==> src/rtl/panda_risc_v_dbus_icb_arbiter.sv <==
// Two-to-one data-bus ICB arbiter: round-robin command grant with stall lock, in-order response routing.
// Define PANDA_DBUS_ARB_FIXED_PRIO_EN to replace the round-robin tie rule with fixed priority to s0.
module panda_risc_v_dbus_icb_arbiter #(
   parameter int outstanding_depth = 4,
   parameter int simulation_delay  = 1
) (
   input  logic        clk,
   input  logic        resetn,

   input  logic [31:0] s0_icb_cmd_addr,
   input  logic        s0_icb_cmd_read,
   input  logic [31:0] s0_icb_cmd_wdata,
   input  logic [3:0]  s0_icb_cmd_wmask,
   input  logic        s0_icb_cmd_valid,
   output logic        s0_icb_cmd_ready,
   output logic [31:0] s0_icb_rsp_rdata,
   output logic        s0_icb_rsp_err,
   output logic        s0_icb_rsp_valid,
   input  logic        s0_icb_rsp_ready,

   input  logic [31:0] s1_icb_cmd_addr,
   input  logic        s1_icb_cmd_read,
   input  logic [31:0] s1_icb_cmd_wdata,
   input  logic [3:0]  s1_icb_cmd_wmask,
   input  logic        s1_icb_cmd_valid,
   output logic        s1_icb_cmd_ready,
   output logic [31:0] s1_icb_rsp_rdata,
   output logic        s1_icb_rsp_err,
   output logic        s1_icb_rsp_valid,
   input  logic        s1_icb_rsp_ready,

   output logic [31:0] m_icb_cmd_addr,
   output logic        m_icb_cmd_read,
   output logic [31:0] m_icb_cmd_wdata,
   output logic [3:0]  m_icb_cmd_wmask,
   output logic        m_icb_cmd_valid,
   input  logic        m_icb_cmd_ready,
   input  logic [31:0] m_icb_rsp_rdata,
   input  logic        m_icb_rsp_err,
   input  logic        m_icb_rsp_valid,
   output logic        m_icb_rsp_ready,

   output logic [4:0]  outstanding_cnt,
   output logic        rsp_orphan
);

   localparam int AW = $clog2(outstanding_depth);
   localparam int PW = AW + 1;

   // The simulation delay parameter is accepted for interface compatibility; no delay is modelled here.
   logic sim_delay_unused;
   assign sim_delay_unused = (simulation_delay != 0);

   logic          lock_vld_q, lock_vld_d;
   logic          lock_id_q, lock_id_d;
   logic [PW-1:0] wr_ptr_q, wr_ptr_d;
   logic [PW-1:0] rd_ptr_q, rd_ptr_d;
   logic          orphan_q, orphan_d;
   logic          id_mem_q [outstanding_depth];

   logic          tie_id;
   logic          grant_id;
   logic          grant_valid;
   logic          cmd_present;
   logic          push;
   logic          pop;
   logic [PW-1:0] ptr_diff;
   logic          fifo_full;
   logic          fifo_empty;
   logic          head_id;
   logic          head_rsp_ready;

   assign ptr_diff   = wr_ptr_q - rd_ptr_q;
   assign fifo_full  = (ptr_diff == PW'(outstanding_depth));
   assign fifo_empty = (wr_ptr_q == rd_ptr_q);

`ifdef PANDA_DBUS_ARB_FIXED_PRIO_EN
   assign tie_id = 1'b0;
`else
   logic rr_last_q, rr_last_d;

   assign rr_last_d = push ? grant_id : rr_last_q;
   assign tie_id    = ~rr_last_q;

   // Reset to s1 so that s0 wins the first tie.
   always_ff @(posedge clk or negedge resetn) begin
      if (!resetn) rr_last_q <= 1'b1;
      else         rr_last_q <= rr_last_d;
   end
`endif

   // NOTE: every variable assigned in always_comb gets a default first, otherwise a latch is inferred.
   always_comb begin
      grant_id = 1'b0;
      if (lock_vld_q)                               grant_id = lock_id_q;
      else if (s0_icb_cmd_valid && !s1_icb_cmd_valid) grant_id = 1'b0;
      else if (s1_icb_cmd_valid && !s0_icb_cmd_valid) grant_id = 1'b1;
      else if (s0_icb_cmd_valid && s1_icb_cmd_valid)  grant_id = tie_id;
   end

   assign grant_valid = grant_id ? s1_icb_cmd_valid : s0_icb_cmd_valid;
   assign cmd_present = grant_valid & ~fifo_full;
   assign push        = resetn & cmd_present & m_icb_cmd_ready;

   assign m_icb_cmd_addr   = grant_id ? s1_icb_cmd_addr  : s0_icb_cmd_addr;
   assign m_icb_cmd_read   = grant_id ? s1_icb_cmd_read  : s0_icb_cmd_read;
   assign m_icb_cmd_wdata  = grant_id ? s1_icb_cmd_wdata : s0_icb_cmd_wdata;
   assign m_icb_cmd_wmask  = grant_id ? s1_icb_cmd_wmask : s0_icb_cmd_wmask;
   assign m_icb_cmd_valid  = resetn & cmd_present;
   assign s0_icb_cmd_ready = resetn & ~grant_id & m_icb_cmd_ready & ~fifo_full;
   assign s1_icb_cmd_ready = resetn &  grant_id & m_icb_cmd_ready & ~fifo_full;

   // A presented but stalled command pins the grant so its payload stays stable until accepted.
   always_comb begin
      lock_vld_d = lock_vld_q;
      lock_id_d  = lock_id_q;
      if (push) begin
         lock_vld_d = 1'b0;
      end else if (cmd_present) begin
         lock_vld_d = 1'b1;
         lock_id_d  = grant_id;
      end else if (!grant_valid) begin
         lock_vld_d = 1'b0;
      end
   end

   assign head_id        = id_mem_q[rd_ptr_q[AW-1:0]];
   assign head_rsp_ready = head_id ? s1_icb_rsp_ready : s0_icb_rsp_ready;

   assign m_icb_rsp_ready  = resetn & (fifo_empty | head_rsp_ready);
   assign s0_icb_rsp_valid = resetn & m_icb_rsp_valid & ~fifo_empty & ~head_id;
   assign s1_icb_rsp_valid = resetn & m_icb_rsp_valid & ~fifo_empty &  head_id;
   assign s0_icb_rsp_rdata = m_icb_rsp_rdata;
   assign s1_icb_rsp_rdata = m_icb_rsp_rdata;
   assign s0_icb_rsp_err   = m_icb_rsp_err;
   assign s1_icb_rsp_err   = m_icb_rsp_err;

   assign pop      = resetn & m_icb_rsp_valid & ~fifo_empty & head_rsp_ready;
   assign orphan_d = m_icb_rsp_valid & fifo_empty;
   assign wr_ptr_d = push ? wr_ptr_q + PW'(1) : wr_ptr_q;
   assign rd_ptr_d = pop  ? rd_ptr_q + PW'(1) : rd_ptr_q;

   // NOTE: sequential state is updated with non-blocking assignments so all flops sample the same pre-edge values.
   always_ff @(posedge clk or negedge resetn) begin
      if (!resetn) begin
         lock_vld_q <= 1'b0;
         lock_id_q  <= 1'b0;
         wr_ptr_q   <= '0;
         rd_ptr_q   <= '0;
         orphan_q   <= 1'b0;
      end else begin
         lock_vld_q <= lock_vld_d;
         lock_id_q  <= lock_id_d;
         wr_ptr_q   <= wr_ptr_d;
         rd_ptr_q   <= rd_ptr_d;
         orphan_q   <= orphan_d;
      end
   end

   // NOTE: the ID storage has no reset; the pointers alone define which entries are live.
   always_ff @(posedge clk) begin
      if (push) id_mem_q[wr_ptr_q[AW-1:0]] <= grant_id;
   end

   assign outstanding_cnt = 5'(ptr_diff);
   assign rsp_orphan      = orphan_q;

endmodule

==> config.mk <==
export PLATFORM = sky130hd
export DESIGN_NAME = panda_risc_v_dbus_icb_arbiter
export DESIGN_NICKNAME = d
export VERILOG_FILES = /design/src/rtl/panda_risc_v_dbus_icb_arbiter.sv
export SDC_FILE = /design/constraint.sdc
export NUM_CORES = 1
export LEC_CHECK = 0
export BUFFER_PORTS_ARGS = -buffer_cell sky130_fd_sc_hd__buf_2
export CAP_MARGIN = 10
export CORE_AREA = 2 2 127 129
export CTS_CLUSTER_DIAMETER = 50
export CTS_CLUSTER_SIZE = 12
export DETAILED_ROUTE_END_ITERATION = 8
export DIE_AREA = 0 0 129 131
export HOLD_SLACK_MARGIN = 0.15
export SYNTH_ARGS = -nofsm -noshare
export SYNTH_HDL_FRONTEND = slang
export SYNTH_SLANG_ARGS = --single-unit
==> constraint.sdc <==
create_clock -name clk -period 5.8 [get_ports clk]
set_input_delay 1.16 -clock clk [delete_from_list [all_inputs] [get_ports clk]]
set_output_delay 1.16 -clock clk [all_outputs]
set_load 0.01 [all_outputs]
After elaboration in Yosys (flattened, before gate mapping). Memories as Yosys holds them, arrays and structs flattened. Index checks and enable logic that the tools add are counted.

Equality and inequality tests: 3. $add $sub $neg: 3. Mux-type cells: 15. Reduce and logical (&&, ||, !) cells: 6. Bitwise operators: 23.

Operators with widths (count): 2-to-1 mux 32 bit (2); bitwise AND 1 bit (16); 2-to-1 mux 1 bit (12); adder 3 x 1 -> 3 bit (second input constant) (2); NOT 1 bit (6); 2-to-1 mux 4 bit (1); equality test 3 bit (1); equality test 3 bit (second input constant) (1); logical AND 1 bit (3); != test 3 x 1 -> 1 bit (second input constant) (1); subtractor 3 bit (1); logical NOT 1 bit (2); AND reduction 2 bit (1); bitwise OR 1 bit (1).

Memories: 1. Word-level logic and storage cells: 57. Bits of input ports: 179. Output and inout bits: 147. Register bits after elaboration: 10. Bits in writable memories: 4.

Memories: id_mem_q (words 4, width 1, rd ports 1, clocked after Yosys merged registers in 0, write ports 1, RTL line 59) `logic id_mem_q [outstanding_depth];`.

Longest topological paths before layout. Gate-level depths: netlist of the first run.

Depth after elaboration: 11. Mapped depth: 8. Gate-level depth less buffers: 7.

Least setup slack after synthesis of the first run. No wires, ideal clock.

Path type: input port to output port. Start point: in s0_icb_cmd_valid. End point: out m_icb_cmd_addr[0]. Stages on the path: 4. Arrival time: 2242 ps. Slack: 2398 ps. Required time: 4640 ps. Path through: nand2_1 -> a31oi_1 -> buf_2 -> mux2_2.

Word-level cells in the longest chain between the ends: 6. Elaborated cells on any way between the ends: 9. Classes of those cells: mux (5); reduce/logical (4).

RTL lines: from (decl) (RTL line 14) `input logic s0_icb_cmd_valid,`; logical AND 1 bit or logical NOT 1 bit (tied branches) (RTL line 98, 97); 2-to-1 mux 1 bit or logical AND 1 bit (tied branches) (RTL line 98, 97); 2-to-1 mux 1 bit (RTL line 97) `else if (s1_icb_cmd_valid && !s0_icb_cmd_valid) grant_id = 1'b1;`; 2-to-1 mux 1 bit (*) (RTL line 96) `else if (s0_icb_cmd_valid && !s1_icb_cmd_valid) grant_id = 1'b0;`; 2-to-1 mux 1 bit (*) (RTL line 95) `if (lock_vld_q) grant_id = lock_id_q;`; 2-to-1 mux 32 bit (*) (RTL line 105) `assign m_icb_cmd_addr = grant_id ? s1_icb_cmd_addr : s0_icb_cmd_addr;`; to (decl) (RTL line 32) `output logic [31:0] m_icb_cmd_addr,`.

Every way passes the cells marked *; elsewhere a longest branch is shown, timed or not.

Final worst setup path of the first run.
Start point: in s0_icb_cmd_valid. End point: out m_icb_cmd_addr[21].

The elaborated chain is that of the path after synthesis.

==> flow_summary.toml, run 1 <==
[sta]
tightest_slew_ns = 0.938
hold_viol = 0
period_needed_ns = 4.15
rsz0062_at_grt = "no"
timing.fmax_ghz = 0.241
slew-limit-headroom_pct = 37.5
tns_ns = 0
finalSetupViolCount = 0
final_max_slew_viol_count = 0
fin_crit_sh_pct = 71.5
clock_skew_ns = 0.00311

[die]
die_h_um = 131
initial_core_util_pct = 14.1
pin_count = 326
core-area_mm2 = 0.0156
dieArea_mm2 = 0.0169
rows = 46
die_w_um = 129

[clock_network]
cts_buffers = 3
clock_path_buffers = 2
insertion_delay_ns = 0.25
cts_tree = "built"
cts_max_level = 1
cts_setup_buffers = 0
clk_pin_slew_worst_paths_ns = 0.05
cts-root-buf = "clkbuf_16"
cts_resized = 0
clock_sink_count = 14
ctsHoldBuffers = 0

[power_and_ir_drop]
p_sw_share_pct = 43.8
p_leak_nw = 1.63
ir_worst_vdd_mv = 0.177
p_int_mw = 0.727
switchingPower_mw = 0.566
comb_power_share_pct = 75.1
clkPwrFrac_pct = 10.4
power_frac_seq_pct = 14.5
powerDensity_mw_per_mm2 = 410

[place]
dp_hpwl_um = 8350
placed_area_mm2 = 0.00307
gp_congestion = 0.800
numPortBuffers = 224

[critical_path]
crit_start = "s0_icb_cmd_valid"
r2r-end = "wr_ptr_q[1]$_DFFE_PN0P_"
arrival_ns = 2.99
crit_path_start_kind = "input port"
critical_path_class = "in -> out"
end_kind = "primary output"
worstPathMaxFanout = 46
r2r_cells = 7
critPathCapture = "m_icb_cmd_addr[21]"
cp.required_ns = 4.64
reg2reg_setup_slack_ns = 3.47
r2r_start = "wr_ptr_q[0]$_DFFE_PN0P_"

[synthesis]
yosysWarnings = 0
synthFlopType = "dfrtp_1"
ys_types = 34
synth.area.mux_share_pct = 38.3
synth_edf_count = 4
synthCells = 220
synthArstFlopShare_pct = 71.4
synth-xor-area-share_pct = 3.13
synth-compound-area-share_pct = 2.45
syn-mean-instance-area_um2 = 10.0
synth_area_mm2 = 0.00220
synth_fa_ha_area_share_pct = 4.89
synth_top_family_by_area = "multiplexers"
yosysSeqAreaShare_pct = 16.9
synth_seq_cells = 14
synthSimpleGateAreaFrac_pct = 6.94

[global_route]
antenna_found_initial = 0
grt_overflow = 0
grt_pass1_vias = 1968
grt_max_degree = 47
grt_usage_pct = 9.93
grt_pass1_wl_um = 12300

[cells_and_area]
syn2layout_area_growth_pct = 43.3
diodes = 0
most-common-layout-cells = "224 x buf_2, 71 x mux2_2, 11 x inv_1"
final_common_cell = "buf_2"
design_area_mm2 = 0.00315
fillers = 1778
final_nets = 562
drive_above_1_share_pct = 81.8

[outcome]
status = "completed"

[drt]
wire_per_inst_um = 15.7
dr.pass1.iters = 4
route.vias.total = 2024
wl_um = 9240
ant_nets = 0
first_iter_violations = 53
route.detailed.drc = 0
post_drt_via_cell_ratio = 3.43

[min_path]
hp-class = "reg -> reg"

[flow_run]
maxCapViolations = 0
how the worst min path moves through the flow:
stage | startpoint | end | depth (start not counted)
floorplan | rr_last_q$_DFFE_PN1P_ | rr_last_q$_DFFE_PN1P_ | 2
global placement | rr_last_q$_DFFE_PN1P_ | rr_last_q$_DFFE_PN1P_ | 2
detailed placement | rr_last_q$_DFFE_PN1P_ | rr_last_q$_DFFE_PN1P_ | 2
CTS | rr_last_q$_DFFE_PN1P_ | rr_last_q$_DFFE_PN1P_ | 2
global route | rr_last_q$_DFFE_PN1P_ | rr_last_q$_DFFE_PN1P_ | 2
finish | rr_last_q$_DFFE_PN1P_ | rr_last_q$_DFFE_PN1P_ | 2
state kept, by name, indices dropped and copies added, names as in the netlist:
name        count
wr_ptr_q        3
rd_ptr_q        3
lock_id_q       1
rsp_orphan      1
lock_vld_q      1
rr_last_q       1
id_mem_q        4
through the flow:
stage	hold slack (ns)	setup slack [ns]	util [%]	instances	power [mW]
floorplan	0.440	2.40	-	221	0.880
global placement	0.465	1.60	19.7	586	1.18
detailed placement	0.474	1.60	19.7	586	1.18
CTS	0.479	1.60	20.2	590	1.32
global route	0.493	1.51	20.2	590	1.41
finish	0.477	1.65	20.2	590	1.29
cell type report:
class / instances / area [µm²] / share of cell area (%)
clock inverter: 1 / 3.75 / 0.119
clock buffer: 3 / 75.1 / 2.38
timing repair buffer: 225 / 1140 / 36.2
sequential: 14 / 372 / 11.8
inverter: 11 / 41.3 / 1.31
multi-input combinational: 120 / 1250 / 39.6
tap: 216 / 270 / 8.57
kinds of logic after synthesis:
group           count (synthesis)
buf+inv                        87
mux                            74
simple gates                   22
flops                          14
fa+ha+maj                       8
compound gates                  8
xor+xnor                        6
other cells                     1
power groups by stage:
stage	sequential (mW)	combinational, mW	clock [mW]
5_1_grt	0.195	1.07	0.142
2_1_floorplan	0.179	0.701	0
3_3_place_gp	0.189	0.987	0
6_report	0.188	0.971	0.134
4_1_cts	0.188	0.992	0.139
3_5_place_dp	0.189	0.986	0
Yosys cell counts (3+ instances only):
cell type  instances  area (µm²)
xor2_1             4        35.0
and2_1             5        31.3
edfxtp_1           4         120
buf_4             68         510
ha_1               7        87.6
buf_2              7        35.0
nor3b_1            3        22.5
mux2_2            71         800
inv_1             11        41.3
dfrtp_1            9         225
nand2_1            3        11.3
nor2_1             4        15.0
nor3_1             3        15.0
metal layers:
metal,share of wire [%],vias to the layer above,global-route usage (%)
met3,11,5,4.52
met1,37,882,11.1
met2,51,151,17.5
li1,-,986,-
met5,0,-,0
met4,0.66,0,1.92
worst max-delay path: stages:
cell	delay [ns]
buf_2	0.09
nand2_1	0.07
a31oi_4	0.77
buf_12	0.32
mux2_2	0.39
buf_2	0.14
Note: power is estimated with default switching activity, not from simulation.
==> run 2: changes to the inputs <==
--- a/config.mk
+++ b/config.mk
@@ -5,6 +5,7 @@
 export SDC_FILE = /design/constraint.sdc
 export NUM_CORES = 1
 export LEC_CHECK = 0
+export ABC_AREA = 1
 export BUFFER_PORTS_ARGS = -buffer_cell sky130_fd_sc_hd__buf_2
 export CAP_MARGIN = 10
 export CORE_AREA = 2 2 127 129
==> constraint.sdc (replaced) <==
create_clock -name clk -period 4.05 [get_ports clk]
set_input_delay 0.81 -clock clk [delete_from_list [all_inputs] [get_ports clk]]
set_output_delay 0.81 -clock clk [all_outputs]
set_load 0.01 [all_outputs]
==> run 2 against run 1 <==
Synthesized cell count grew 86%. Clock skew barely moved. Clock power rose by 41%. Critical path depth increased by 2. Clock-buffer cell count up 1. Critical path type is now reg -> out. Area after synthesis increased by 5.7%. Final area up 2.8%. Cell count up 32%.
==> flow_summary.toml, run 2 <==
[critical_path]
end_kind = "primary output"
crit_path_start_kind = "flop"
cp.required_ns = 3.24
worstPathMaxFanout = 9
critical_path_class = "reg -> out"
arrival_ns = 2.18

[cells_and_area]
diodes = 0
final_common_cell = "nand2_1"
most-common-layout-cells = "240 x nand2_1, 224 x buf_2, 21 x inv_1"
fin_util_pct = 20.8
syn2layout_area_growth_pct = 39.3
largest_reg_flops = 4
drive_above_1_share_pct = 44.1
final_nets = 748

[power_and_ir_drop]
power_frac_seq_pct = 12.5
switchingPower_mw = 1.13
p_int_mw = 0.946
p_sw_share_pct = 54.4
p_total_mw = 2.08
p_leak_nw = 2.11
comb_power_share_pct = 78.4
powerDensity_mw_per_mm2 = 641
ir_worst_vdd_mv = 0.284
clkPwrFrac_pct = 9.1

[synthesis]
synth_seq_cells = 14
synthTopCellsByArea = "nand2_1 39%, buf_4 25%, dfrtp_1 9.7%, edfxtp_1 5.2%, ha_1 3.8%"
synth_edf_count = 4
syn-mean-instance-area_um2 = 5.67
synth_area_mm2 = 0.00233
synth.most_common_cell = "nand2_1"
yosys.area.top_type = "nand2_1"
yosysSeqAreaShare_pct = 16.0
synthArstFlopShare_pct = 71.4
yosysTopAreaCellShare_pct = 38.9
ys_types = 23
yosysWarnings = 0
yosys-top-cells-count = "241 x nand2_1, 76 x buf_4, 21 x inv_1"
synthCells = 410
synthFlopType = "dfrtp_1"

[place]
gp_congestion = 0.779
dp_hpwl_um = 8080
numPortBuffers = 224

[clock_network]
cts-root-buf = "clkbuf_16"
cts_max_level = 1
cts_setup_buffers = 0
insertion_delay_ns = 0.24
clk_pin_slew_worst_paths_ns = 0.05
clock_sink_count = 14
cts_tree = "built"
cts_buffers = 3
cts_resized = 0
clock_path_buffers = 2
ctsHoldBuffers = 0

[sta]
finalSetupViolCount = 0
tns_ns = 0
rsz0062_at_grt = "no"
clock_skew_ns = 0.00278
hold_viol = 0
timing.fmax_ghz = 0.335
final_max_slew_viol_count = 0
period_needed_ns = 2.99
fin_crit_sh_pct = 73.7

[die]
pin_count = 326
die_w_um = 129
dieArea_mm2 = 0.0169
initial_core_util_pct = 14.9
die_h_um = 131
rows = 46
core-area_mm2 = 0.0156

[global_route]
grt_overflow = 0
grt_usage_pct = 10.3
antenna_found_initial = 0
grt_pass1_wl_um = 13700
grt_pass1_vias = 2582
grt_max_degree = 48

[drt]
route.vias.total = 2797
dr.pass1.iters = 4
first_iter_violations = 129
route.detailed.drc = 0
wl_um = 9260
ant_nets = 0
wire_per_inst_um = 11.9
post_drt_via_cell_ratio = 3.60

[flow_run]
maxCapViolations = 0

[outcome]
status = "completed"

[min_path]
hp-class = "in -> async"
-- run 2: changes by cell type after synthesis, moves of 3 or more --
cell / before / now
and2_1: 5 / 0
buf_4: 68 / 76
inv_1: 11 / 21
inv_2: 0 / 4
mux2_2: 71 / 0
nand2_1: 3 / 241
nand2_2: 0 / 5
nand3_1: 0 / 12
nand4_1: 0 / 5
nor3b_1: 3 / 0
-- run 2: metal layers --
metal	track usage, %	share of wire [%]
met1	12.5	41
met2	18.2	50
met3	3.34	9.1
met4	1.53	0.27
met5	0	0
-- run 2: logic make-up (layout without fill, tap and decap cells) --
group,Yosys count,after routing,share of synthesized area [%]
simple gates,276,276,48.2
buf+inv,108,257,30.1
flops,14,14,16.0
fa+ha+maj,8,8,4.63
xor+xnor,2,2,0.753
other cells,1,2,0.161
compound gates,1,1,0.215
-- run 2: cell type report --
type | count | area [µm²]
fill | 1854 | 12400
multi-input combinational | 289 | 1260
inverter | 25 | 93.8
clock buffer | 4 | 78.8
sequential | 14 | 372
timing repair buffer | 228 | 1160
tap | 216 | 270
-- run 2: power by group through the flow --
stage	registers, mW	logic, mW	clock network (mW)
global placement	0.262	1.64	0
finish	0.260	1.63	0.189
detailed placement	0.262	1.64	0
global route	0.270	1.85	0.203
floorplan	0.249	1.13	0
CTS	0.261	1.65	0.194
-- run 2: path summary, 6_finish.rpt --
path / endpoint / cells after the start / slack, ns / from
max: m_icb_cmd_valid / 8 / 1.06 / wr_ptr_q[0]$_DFFE_PN0P_
min: rd_ptr_q[1]$_DFFE_PN0P_ / 1 / 0.46 / resetn
max reg2reg: id_mem_q[3]$_DFFE_PP_ / 8 / 2.00 / wr_ptr_q[0]$_DFFE_PN0P_
min reg2reg: rr_last_q$_DFFE_PN1P_ / 2 / 0.47 / rr_last_q$_DFFE_PN1P_
max in group asynchronous: rr_last_q$_DFFE_PN1P_ / 1 / 3.29 / resetn
min in group clk: rr_last_q$_DFFE_PN1P_ / 2 / 0.47 / rr_last_q$_DFFE_PN1P_
-- run 2: critical path: stages, from the launching register on --
cell	delay [ns]
dfrtp_1	0.39
inv_1	0.12
ha_1	0.23
fa_1	0.50
nand2_1	0.05
inv_1	0.09
nand3_4	0.16
and3_2	0.25
buf_2	0.13
-- run 2: through the flow --
stage,cell area [µm²],hold WS [ns],setup slack [ns],instances
2_1_floorplan,2330,0.442,1.59,411
3_3_place_gp,3160,0.466,1.25,772
3_5_place_dp,3160,0.472,1.30,772
4_1_cts,3240,0.467,1.06,776
5_1_grt,3240,0.480,0.951,776
6_report,3240,0.462,1.06,776
==> run 3: changes to the inputs <==
==> constraint.sdc (replaced) <==
create_clock -name clk -period 2.9 [get_ports clk]
set_input_delay 0.58 -clock clk [delete_from_list [all_inputs] [get_ports clk]]
set_output_delay 0.58 -clock clk [all_outputs]
set_load 0.01 [all_outputs]
==> run 3 against run 2 <==
Utilization down 0.080 points. Clock power grew 42%. Sequential share of layout area barely moved. Sequential power up 41%. Power rose by 39%. Largest cell class unchanged. Cell count is the same. Critical path type unchanged. First-iteration DRC count shrank 12%. Global-route usage decreased by 0.28 points.
==> flow_summary.toml, run 3 (synthesis results as in run 2) <==
[cells_and_area]
diodes = 0
largest_reg_flops = 4
final_nets = 748
fin_cells = 776
most-common-layout-cells = "240 x nand2_1, 224 x buf_2, 21 x inv_1"
final_common_cell = "nand2_1"
drive_above_1_share_pct = 44.1
syn2layout_area_growth_pct = 38.7

[sta]
clock_skew_ns = 0.00111
period_needed_ns = 2.73
fin_crit_sh_pct = 94.2
tns_ns = 0
rsz0062_at_grt = "no"
timing.fmax_ghz = 0.366
final_max_slew_viol_count = 0
hold_viol = 0
finalSetupViolCount = 0

[clock_network]
ctsHoldBuffers = 0
cts-root-buf = "clkbuf_16"
insertion_delay_ns = 0.25
clock_path_buffers = 2
cts_max_level = 1
cts_tree = "built"
cts_setup_buffers = 0
cts_resized = 0
cts_buffers = 3
clock_sink_count = 14
clk_pin_slew_worst_paths_ns = 0.05

[drt]
ant_nets = 0
dr.pass1.iters = 4
post_drt_via_cell_ratio = 3.62
first_iter_violations = 113
route.detailed.drc = 0
route.vias.total = 2806
wire_per_inst_um = 12.0
wl_um = 9270

[power_and_ir_drop]
ir_worst_vdd_mv = 0.339
switchingPower_mw = 1.59
p_leak_nw = 2.10
p_sw_share_pct = 54.9
comb_power_share_pct = 78.0
powerDensity_mw_per_mm2 = 895
power_frac_seq_pct = 12.7
p_int_mw = 1.30
clkPwrFrac_pct = 9.3

[critical_path]
critical_path_class = "reg -> out"
worstPathMaxFanout = 9
end_kind = "primary output"
cp.required_ns = 2.32
arrival_ns = 2.15
crit_path_start_kind = "flop"

[flow_run]
maxCapViolations = 0

[die]
die_h_um = 131
core-area_mm2 = 0.0156
pin_count = 326
die_w_um = 129
initial_core_util_pct = 14.9
dieArea_mm2 = 0.0169
rows = 46

[global_route]
grt_overflow = 0
grt_usage_pct = 10.0
grt_pass1_vias = 2501
grt_max_degree = 41
grt_pass1_wl_um = 13300
antenna_found_initial = 0

[place]
gp_congestion = 0.745
dp_cells = 772
numPortBuffers = 224
dp_hpwl_um = 7920

[outcome]
status = "completed"

[min_path]
hp-class = "in -> async"
## run 3: final timing paths
kind                            slack [ns]                     from  depth (start not counted)                     end
worst max register to register        0.86  wr_ptr_q[0]$_DFFE_PN0P_                          8   id_mem_q[1]$_DFFE_PP_
worst min register to register        0.46    rr_last_q$_DFFE_PN1P_                          2   rr_last_q$_DFFE_PN1P_
worst max-delay path                  0.17  wr_ptr_q[0]$_DFFE_PN0P_                          8         m_icb_cmd_valid
min in group clk                      0.46    rr_last_q$_DFFE_PN1P_                          2   rr_last_q$_DFFE_PN1P_
max in group asynchronous             2.40                   resetn                          1   rr_last_q$_DFFE_PN1P_
worst min-delay path                  0.22                   resetn                          1  lock_vld_q$_DFFE_PN0P_
## run 3: final cells by class
class,instances,area (µm²)
inverters,25,93.8
fillers,1811,12400
clock inverters,1,3.75
flip-flops and latches,14,372
well taps,216,270
repair buffers,228,1150
clock buffers,3,75.1
multi-input cells,289,1260
## run 3: worst max-delay path, cell delays in order, from the launching register on
cell	delay [ns]
dfrtp_1	0.38
inv_1	0.11
ha_1	0.22
fa_1	0.51
nand2_1	0.06
inv_1	0.10
nand3_4	0.15
and3_2	0.24
buf_2	0.13
## run 3: power by group through the flow
stage	sequential, mW	clock (mW)	combinational [mW]
2_1_floorplan	0.348	0	1.58
3_3_place_gp	0.368	0	2.26
3_5_place_dp	0.366	0	2.28
4_1_cts	0.366	0.276	2.29
5_1_grt	0.378	0.280	2.57
6_report	0.366	0.268	2.25
## run 3: metrics by stage
step / hold WS [ns] / setup slack [ns] / area [µm²] / power, mW / utilization [%]
2_1_floorplan: 0.284 / 0.665 / 2330 / 1.93 / -
3_3_place_gp: 0.458 / 0.492 / 3150 / 2.63 / 20.2
3_5_place_dp: 0.462 / 0.445 / 3150 / 2.64 / 20.2
4_1_cts: 0.226 / 0.151 / 3230 / 2.94 / 20.7
5_1_grt: 0.245 / 0.0145 / 3230 / 3.23 / 20.7
6_report: 0.220 / 0.168 / 3230 / 2.89 / 20.7
## run 3: routing by layer
metal	GRT usage, %	share of wire [%]	up-vias
met3	3.22	8.8	7
met4	1.92	0.55	0
li1	-	-	1461
met2	17.6	49	165
met1	12.1	41	1173
met5	0	0	-
